[config.mk]
export PLATFORM = sky130hd
export DESIGN_NAME = window_scan_ctrl
export DESIGN_NICKNAME = d
export VERILOG_FILES = /design/src/rtl/window_scan_ctrl.sv
export SDC_FILE = /design/constraint.sdc
export NUM_CORES = 1
export LEC_CHECK = 0
export CAP_MARGIN = 20
export CELL_PAD_IN_SITES_DETAIL_PLACEMENT = 1
export CELL_PAD_IN_SITES_GLOBAL_PLACEMENT = 1
export CORE_MARGIN = 2
export CORE_UTILIZATION = 30
export DETAILED_ROUTE_END_ITERATION = 10
export MAX_ROUTING_LAYER = met4
export PLACE_DENSITY = 0.65
export SYNTH_ARGS = -nofsm -noshare
export SYNTH_HDL_FRONTEND = slang
export SYNTH_SLANG_ARGS = --single-unit
[constraint.sdc]
create_clock -name clock -period 2.88 [get_ports clock]
set_clock_uncertainty 0.05 [all_clocks]
set_input_delay 0.576 -clock clock [delete_from_list [all_inputs] [get_ports clock]]
set_output_delay 0.576 -clock clock [all_outputs]
set_load 0.1 [all_outputs]
[src/rtl/window_scan_ctrl.sv]
// Raster scan controller for a stereo window: primes four lines, then tags each accepted pixel column.
// Latency: one cycle from accept to tag. A stalled tag (out_valid && !out_ready) holds in_ready low.
module window_scan_ctrl #(
  parameter int DISP_RANGE = 255,
  parameter int DIM_W      = 11
) (
  input  logic             clock,
  input  logic             rst,
  input  logic             start,
  input  logic [DIM_W-1:0] width,
  input  logic [DIM_W-1:0] height,
  input  logic             in_valid,
  output logic             in_ready,
  output logic             clken,
  output logic             out_valid,
  input  logic             out_ready,
  output logic [DIM_W-1:0] out_col,
  output logic [DIM_W-1:0] out_row,
  output logic             out_disp_full,
  output logic             busy,
  output logic             frame_done,
  output logic             cfg_err
);

  localparam int CW = 2*DIM_W + 2;
  localparam logic [CW-1:0] DISP_M1 = CW'(DISP_RANGE - 1);

  typedef enum logic [1:0] {S_IDLE, S_PRIME, S_RUN, S_DONE} state_t;

  state_t           r_state;
  state_t           w_next;
  logic [DIM_W-1:0] r_width;
  logic [DIM_W-1:0] r_height;
  logic [DIM_W-1:0] r_col;
  logic [DIM_W-1:0] r_row;
  logic [CW-1:0]    r_cnt;
  logic             r_out_valid;
  logic [DIM_W-1:0] r_out_col;
  logic [DIM_W-1:0] r_out_row;
  logic             r_out_full;
  logic             r_cfg_err;

  logic             w_cfg_ok;
  logic             w_in_ready;
  logic             w_clken;
  logic             w_col_last;
  logic             w_row_last;
  logic             w_prime_last;
  logic             w_disp_full;
  logic             w_frame_done;
  logic             w_busy;

  assign w_cfg_ok     = (width != '0) && (height >= DIM_W'(5));
  assign w_clken      = in_valid && w_in_ready;
  assign w_col_last   = (r_col == r_width - DIM_W'(1));
  assign w_row_last   = (r_row == r_height - DIM_W'(1));
  // Four full lines must be accepted before the window holds valid rows.
  assign w_prime_last = ((r_cnt + CW'(1)) == {{DIM_W{1'b0}}, r_width, 2'b00});
  assign w_disp_full  = ({{(CW-DIM_W){1'b0}}, r_col} >= DISP_M1);

  always_ff @(posedge clock) begin
    if (rst) r_state <= S_IDLE;
    else     r_state <= w_next;
  end

  always_comb begin
    w_next       = r_state;
    w_in_ready   = 1'b0;
    w_frame_done = 1'b0;
    w_busy       = 1'b1;
    case (r_state)
      S_IDLE: begin
        w_busy = 1'b0;
        if (start && w_cfg_ok) w_next = S_PRIME;
      end
      S_PRIME: begin
        w_in_ready = !r_out_valid || out_ready;
        if (in_valid && w_in_ready && w_prime_last) w_next = S_RUN;
      end
      S_RUN: begin
        w_in_ready = !r_out_valid || out_ready;
        if (in_valid && w_in_ready && w_row_last && w_col_last) w_next = S_DONE;
      end
      S_DONE: begin
        if (!r_out_valid) begin
          w_frame_done = 1'b1;
          w_next       = S_IDLE;
        end
      end
      default: w_next = S_IDLE;
    endcase
  end

  always_ff @(posedge clock) begin
    if (rst) begin
      r_width     <= '0;
      r_height    <= '0;
      r_col       <= '0;
      r_row       <= '0;
      r_cnt       <= '0;
      r_out_valid <= 1'b0;
      r_out_col   <= '0;
      r_out_row   <= '0;
      r_out_full  <= 1'b0;
      r_cfg_err   <= 1'b0;
    end else begin
      r_cfg_err <= (r_state == S_IDLE) && start && !w_cfg_ok;
      if ((r_state == S_IDLE) && start && w_cfg_ok) begin
        r_width  <= width;
        r_height <= height;
        r_col    <= '0;
        r_row    <= '0;
        r_cnt    <= '0;
      end
      if (w_clken) begin
        if (w_col_last) begin
          r_col <= '0;
          r_row <= r_row + DIM_W'(1);
        end else begin
          r_col <= r_col + DIM_W'(1);
        end
        if (r_state == S_PRIME) r_cnt <= r_cnt + CW'(1);
      end
      // A new accept replaces a tag leaving in the same cycle, so no bubble.
      if (w_clken && (r_state == S_RUN)) begin
        r_out_valid <= 1'b1;
        r_out_col   <= r_col;
        r_out_row   <= r_row;
        r_out_full  <= w_disp_full;
      end else if (r_out_valid && out_ready) begin
        r_out_valid <= 1'b0;
      end
    end
  end

  assign in_ready      = w_in_ready;
  assign clken         = w_clken;
  assign out_valid     = r_out_valid;
  assign out_col       = r_out_col;
  assign out_row       = r_out_row;
  assign out_disp_full = r_out_full;
  assign busy          = w_busy;
  assign frame_done    = w_frame_done;
  assign cfg_err       = r_cfg_err;

endmodule
==> results by group, run 1 <==
Cells and area
  – Fraction of layout cells with a size suffix above 1: 0.1802
  – Fill cell total of the finished layout: roughly 2,200
  – Nets@finish: ~870
  – Post-layout utilization of the core: 0.3982
  – Fin area: 7178 um^2
  – Ant. Diodes: 0
  – Synthesis-to-finish area growth: 29.59%
  – Non-Filler Instances: between 1,000 and 1,500

Critical path
  – CP required: between 3 and 4 ns
  – Critical path class: flip-flop to flip-flop
  – Crit-path max FO: 3
  – CP Capture Type: flip-flop
  – Crit start category: flip-flop
  – WP data arrival: roughly 3.2 ns

STA
  – Unrepaired setup endpoints after global routing: true
  – Hold violation total from the final report: 0
  – Max Freq: ~330 MHz
  – Crit share post-route: 1.051
  – Hold slack: roughly 0.4 ns
  – Rel. slew slack: 0.5087
  – Tmin final: roughly 3 ns
  – Setup ws final: -0.1482 ns
  – Setup TNS: -1.401 ns
  – Slew Viols, Final: 0
  – Final setup violating endpoints: 20
  – Worst-margin pin slew: between 0.7 and 0.8 ns

Global routing
  – First-pass GRT wire length: 31,110 um
  – Layer with the highest usage: met2
  – Vias in the first global route: ~6,000
  – GRT Util Overall: 0.2022
  – Global Route met2 Usage: 0.3471
  – Met1 usage: 0.2413
  – Largest net degree at the start of global routing: 39
  – Initial antenna violation count: 0
  – Gr ovfl total: 0
  – Routing usage on met3: 0.02581

Power and ir drop
  – Pwr dens: between 600 and 700 nW/um^2
  – Max VDD drop: 354.3 uV
  – Pwr Total: approximately 4.9 mW
  – Lkg Pwr: 2.670 nW

Clock network
  – Max clock buf depth: 2
  – Clock sink total: 95
  – H-tree depth: 3
  – Worst skew pair latency: about 0.36 ns
  – TritonCTS clock tree: yes
  – Hold Buf Count CTS: 0
  – Root Driver: clkbuf_16
  – TritonCTS Buffers: 9
  – Clock slew at reported path FFs: about 0.080 ns

Placement
  – Pre-CTS setup slack: -0.3268 ns
  – Area after DPL: about 6700 um^2
  – Port Buf Inserts: 55
  – Routability-driven placement congestion ratio: roughly 0.90
  – Dpl cells: 1,049
  – DP Wirelength: about 14,000 um

Floorplan
  – CORE AREA: 18,020 um^2
  – Die Y: approximately 140 um
  – # IOs: 56
  – Starting Density: 0.3073
  – Die Wd: between 100 and 150 um
  – Std cell rows: about 50
  – Die area: 19,570 um^2

Synthesis
  – Register area share after synthesis: 0.3433
  – Synthesized cell area: approximately 5500 um^2
  – Post-Synthesis Cells: approximately 760
  – Post-Syn Area per Cell: about 7.3 um^2
  – Fraction of registers with async set/reset: 0
  – Top cells by area, synth: dfxtp_1 (34%), a21oi_1 (8.8%), nand2_1 (7.0%), nand3_1 (4.8%), nor2_1 (4.3%)
  – Flops & latches, synth: between 90 and 100
  – Post-synth cell types: 53
  – Post-synth top area share: 0.3433
  – Cell taking the most area after synthesis: dfxtp_1
  – Synth Flop Type: dfxtp_1
  – Number of flops mapped to enable cells by yosys: 0
  – YS warnings: 0
  – Syn nets: a little under 800

Detailed routing
  – Via density per instance: ~5.4
  – Vias post-DR: 5,723
  – Drt drc: 0
  – Total wire length: roughly 19,000 um
  – WL/cell: 17.80 um
  – Initial DRC count: between 200 and 250
  – DR pass1 iterations: 4
  – Antenna-violating nets left: 0

Worst hold path
  – Class of the worst hold path: flip-flop to flip-flop

Outcome
  – Status: finished with violations
  – Failing checks: negative setup slack

Job
  – Max Cap Viol: 0
## final timing paths
| kind | cells past startpoint | slack [ns] | from | to |
|---|---|---|---|---|
| hold reg to reg | 2 | 0.41 | out_col[4] | out_col[4] |
| setup reg to reg | 10 | -0.15 | r_width[0] | r_state[1] |
| hold / removal | 2 | 0.41 | out_col[4] | out_col[4] |
| setup / recovery | 10 | -0.15 | r_width[0] | r_state[1] |
## cell usage after synthesis, drive strengths merged, types with 2 or more instances
cell type    n
a211oi       2
a21oi       97
a311oi       7
a31oi        8
and2         4
and3        24
and4         3
buf         12
clkbuf      48
dfxtp       95
ha          12
inv         13
nand2      104
nand2b       7
nand3       54
nand3b       2
nand4        8
nand4b       8
nor2        63
nor2b        5
nor3        26
nor3b        6
nor4        14
nor4b        2
o211a        2
o211ai       2
o21a         2
o21ai       46
o31ai        3
or3         11
or3b         2
or4          6
xnor2       26
xor2        19
## layout by cell type (no fill, tap or decap), types with 12 or more instances in the layout
master           count
nor4_1              13
inv_1               13
buf_4               90
clkdlybuf4s50_1     25
xnor2_1             26
a21oi_1             93
dfxtp_1             94
xor2_1              19
ha_1                12
and3_1              23
nor2_1              56
nand2_1            103
o21ai_0             38
nor3_1              24
nand3_1             51
## routing by layer
metal,vias up,part of all wire,wire (um)
li1,2824,-,-
met1,2789,0.44,8445
met2,77,0.50,9518
met3,33,0.022,416
met4,0,0.032,608
met5,-,0,0
## repair_timing
action / 4_1_cts / 5_1_grt
pin swaps: 9 / 23
gates resized for setup: 10 / 38
endpoints found under the setup margin: 23 / 26
setup buffers: 1 / 1
## area by class of cell
cell class	count	area, um^2	area share
tap	229	286.5	0.03992
multi-input combinational	588	3501	0.4877
timing repair buffer	126	1122	0.1564
clock buffer	9	225.2	0.03138
sequential	95	1903	0.2651
inverter	13	48.80	0.006798
clock inverter	7	91.34	0.01272
## registers in the layout, summed over array words and instances (netlist names), 2 cells and up
name      count
r_height     11
r_width      11
out_col      11
r_col        11
r_state       2
out_row      11
r_cnt        24
r_row        11
## power breakdown
group | total [mW] | internal, mW | switching (mW) | leakage, nW
Combinational | 2.09 | 0.807 | 1.28 | 1.75
Clock | 1.30 | 0.694 | 0.606 | 0.151
Sequential | 1.48 | 1.39 | 0.0866 | 0.769
Total | 4.87 | 2.89 | 1.98 | 2.67
## logic make-up (layout without fill, tap and decap cells)
family,after synthesis,count (layout),share of synthesized area
AOI/OAI and AO/OA,180,180,0.1866
DFF,95,95,0.3433
xor gates and xnor gates,45,45,0.07115
buffers and inverters,73,155,0.05489
and+or+nand+nor,350,350,0.3151
muxes,1,1,0.001807
adders and majority gates,12,12,0.02711
## critical path, stage by stage, from the launching register on
cell and delay (ns):
dfxtp_2 0.32, or4_4 0.53, or3_4 0.40, a2111oi_4 0.34, nand4_1 0.25, nor3_4 0.29
nand3_2 0.13, a221oi_4 0.27, buf_4 0.15, a21o_1 0.11, a21oi_1 0.06
Note: power is estimated with default switching activity, not from simulation.
==> run 2, diff against run 1 <==
Settings changed: ABC_CLOCK_PERIOD_IN_PS set to 2880.
==> results of run 2 <==
The final DEF is identical to that of run 1; final timing and power are the same.
==> run 3, diff against run 2 <==
Settings changed: ABC_AREA set to 0, CTS_BUF_LIST set to sky130_fd_sc_hd__clkbuf_2.
==> run 3 against run 2 <==
Effect of this change: the flow still finishes with violations (negative setup slack); final area is 0.92% lower; global-route usage is 0.13 points higher; hold slack better by 0.00070 ns; register-to-register slack worse by 0.03 ns; clock power is 41% lower; non-clock buffer count is 7 higher; sequential power hardly changed; sequential share of layout area is 0.28 points higher; count of clock-buffer cells in the layout stayed put; critical endpoint unchanged; largest cell class unchanged.
==> results by group, run 3 (synthesized netlist as in run 1, its figures left out) <==
Clock network
  – Hold Buf Count CTS: 0
  – Clock slew at reported path FFs: ~0.32 ns
  – TritonCTS Buffers: 9
  – Worst skew pair latency: around 0.65 ns
  – H-tree depth: 3
  – TritonCTS clock tree: yes
  – Max clock buf depth: 2
  – Root Driver: clkbuf_2
  – Clock sink total: 95

Critical path
  – Delay of the slowest critical-path stage: about 0.54 ns
  – Critical path class: flip-flop to flip-flop
  – Slowest cell on crit path: or4_4
  – CP required: 3.39 ns
  – Crit path buf inv count: 2
  – Crit-path max FO: 3
  – Worst Reg-to-Reg Cells: 11
  – Worst-path cell chain: or4_4, or3_4, a2111oi_4, nand4_1, buf_4, nor3_4, nand3_2, a221oi_4, buf_4, a21o_1, a21oi_1
  – WP data arrival: 3.57 ns
  – Delay-heaviest family, CP: simple AND/OR/NAND/NOR gates
  – Most numerous cell on the critical path: buf_4
  – WP depth: 11
  – CP Capture Type: flip-flop
  – Crit start category: flip-flop

Outcome
  – Failing checks: negative setup slack
  – Status: finished with violations

Cells and area
  – Largest register by flop count: r_cnt
  – Nets@finish: 879
  – Fraction of layout cells with a size suffix above 1: 0.1917
  – Non-Filler Instances: ~1,100
  – Most common cell after layout, fill and taps aside: nand2_1
  – Fill cell total of the finished layout: 2,232
  – Most frequent cells in the layout: nand2_1 (103), a21oi_1 (93), dfxtp_1 (92)
  – FF+latch area: between 1500 and 2000 um^2
  – Synthesis-to-finish area growth: 28.39%
  – Post-layout utilization of the core: 0.3946
  – Multi-input logic area: 3512 um^2
  – Max reg flops: 24
  – Ant. Diodes: 0

Power and ir drop
  – Lkg Pwr: 2.643 nW
  – Pwr dens: approximately 620 nW/um^2
  – Max VDD drop: 339.8 uV

Floorplan
  – Die area: between 15,000 and 20,000 um^2
  – CORE AREA: between 15,000 and 20,000 um^2
  – Die Y: between 100 and 150 um
  – Die Wd: between 100 and 150 um
  – # IOs: 56
  – Std cell rows: 49
  – Starting Density: 0.3073

STA
  – Slew Viols, Final: 0
  – Worst-margin pin slew: about 0.74 ns
  – Setup ws final: -0.1752 ns
  – Hold slack: a little over 0.4 ns
  – Rel. slew slack: 0.5060
  – Max Freq: between 300 and 400 MHz
  – Tmin final: 3.055 ns
  – Unrepaired setup endpoints after global routing: true
  – Hold violation total from the final report: 0
  – Crit share post-route: 1.061
  – Final setup violating endpoints: 20

Global routing
  – Gr ovfl total: 0
  – Vias in the first global route: ~6,000
  – First-pass GRT wire length: roughly 31,000 um
  – Initial antenna violation count: 0
  – Largest net degree at the start of global routing: 38
  – GRT Util Overall: 0.2035

Detailed routing
  – Total wire length: between 15,000 and 20,000 um
  – Initial DRC count: ~210
  – Via density per instance: between 5 and 6
  – DR pass1 iterations: 4
  – Drt drc: 0
  – WL/cell: 18.00 um
  – Antenna-violating nets left: 0
  – Vias post-DR: between 5,000 and 6,000

Placement
  – Dpl cells: ~1,000
  – Routability-driven placement congestion ratio: between 0.9 and 1
  – Port Buf Inserts: 55
  – Pre-CTS setup slack: -0.3268 ns
  – DP Wirelength: about 14,000 um

Worst hold path
  – Class of the worst hold path: input port to flip-flop
  – Hold depth: 3

Job
  – Max Cap Viol: 0
==> run 3: where the power goes <==
group / total, mW / internal (mW) / switching (mW)
combinational: 2.16 / 0.853 / 1.30
sequential: 1.48 / 1.40 / 0.0855
clock: 0.772 / 0.221 / 0.551
==> run 3: worst paths after layout <==
kind                    from     endpoint  slack [ns]
setup / recovery  r_width[0]   r_state[1]       -0.18
hold / removal     height[3]  r_height[3]        0.41
setup reg to reg  r_width[0]   r_state[1]       -0.18
hold reg to reg   out_row[5]   out_row[5]        0.43
==> run 3: final cells by class <==
cell class | instances | area share
sequential | 95 | 0.2679
clock buffer | 9 | 0.006334
multi-input combinational | 588 | 0.4938
timing repair buffer | 133 | 0.1719
tap | 229 | 0.04029
inverter | 13 | 0.006861
clock inverter | 7 | 0.01284
==> run 3: routing by layer <==
layer  GRT usage  wire length (um)
met1      0.2423              8638
met2      0.3556              9832
met3     0.03304               476
met4     0.05632               388
met5           -                 0
==> run 3: tightest hold or removal path: cells and delay by family <==
kind	cells	cell delay [ns]
AOI/OAI and AO/OA	1	0.05
buffers and inverters	1	0.42
and+or+nand+nor	1	0.07
==> run 3: metrics by stage <==
step / area (um^2) / setup TNS [ns] / power (mW)
finish: 7112 / -1.460 / 4.411
global route: 7112 / -4.178 / 4.695
CTS: 6895 / -0.2282 / 4.407
detailed placement: 6669 / -12.69 / 3.508
global placement: 6669 / -11.67 / 3.445
floorplan: 5554 / 0 / 2.741
==> run 3: repair_timing <==
item	in CTS	in global routing
gates resized for setup	12	47
gates cloned	1	0
setup buffers	1	7
hold endpoints to repair	0	0
setup endpoints to repair	24	25
pin swaps	8	20
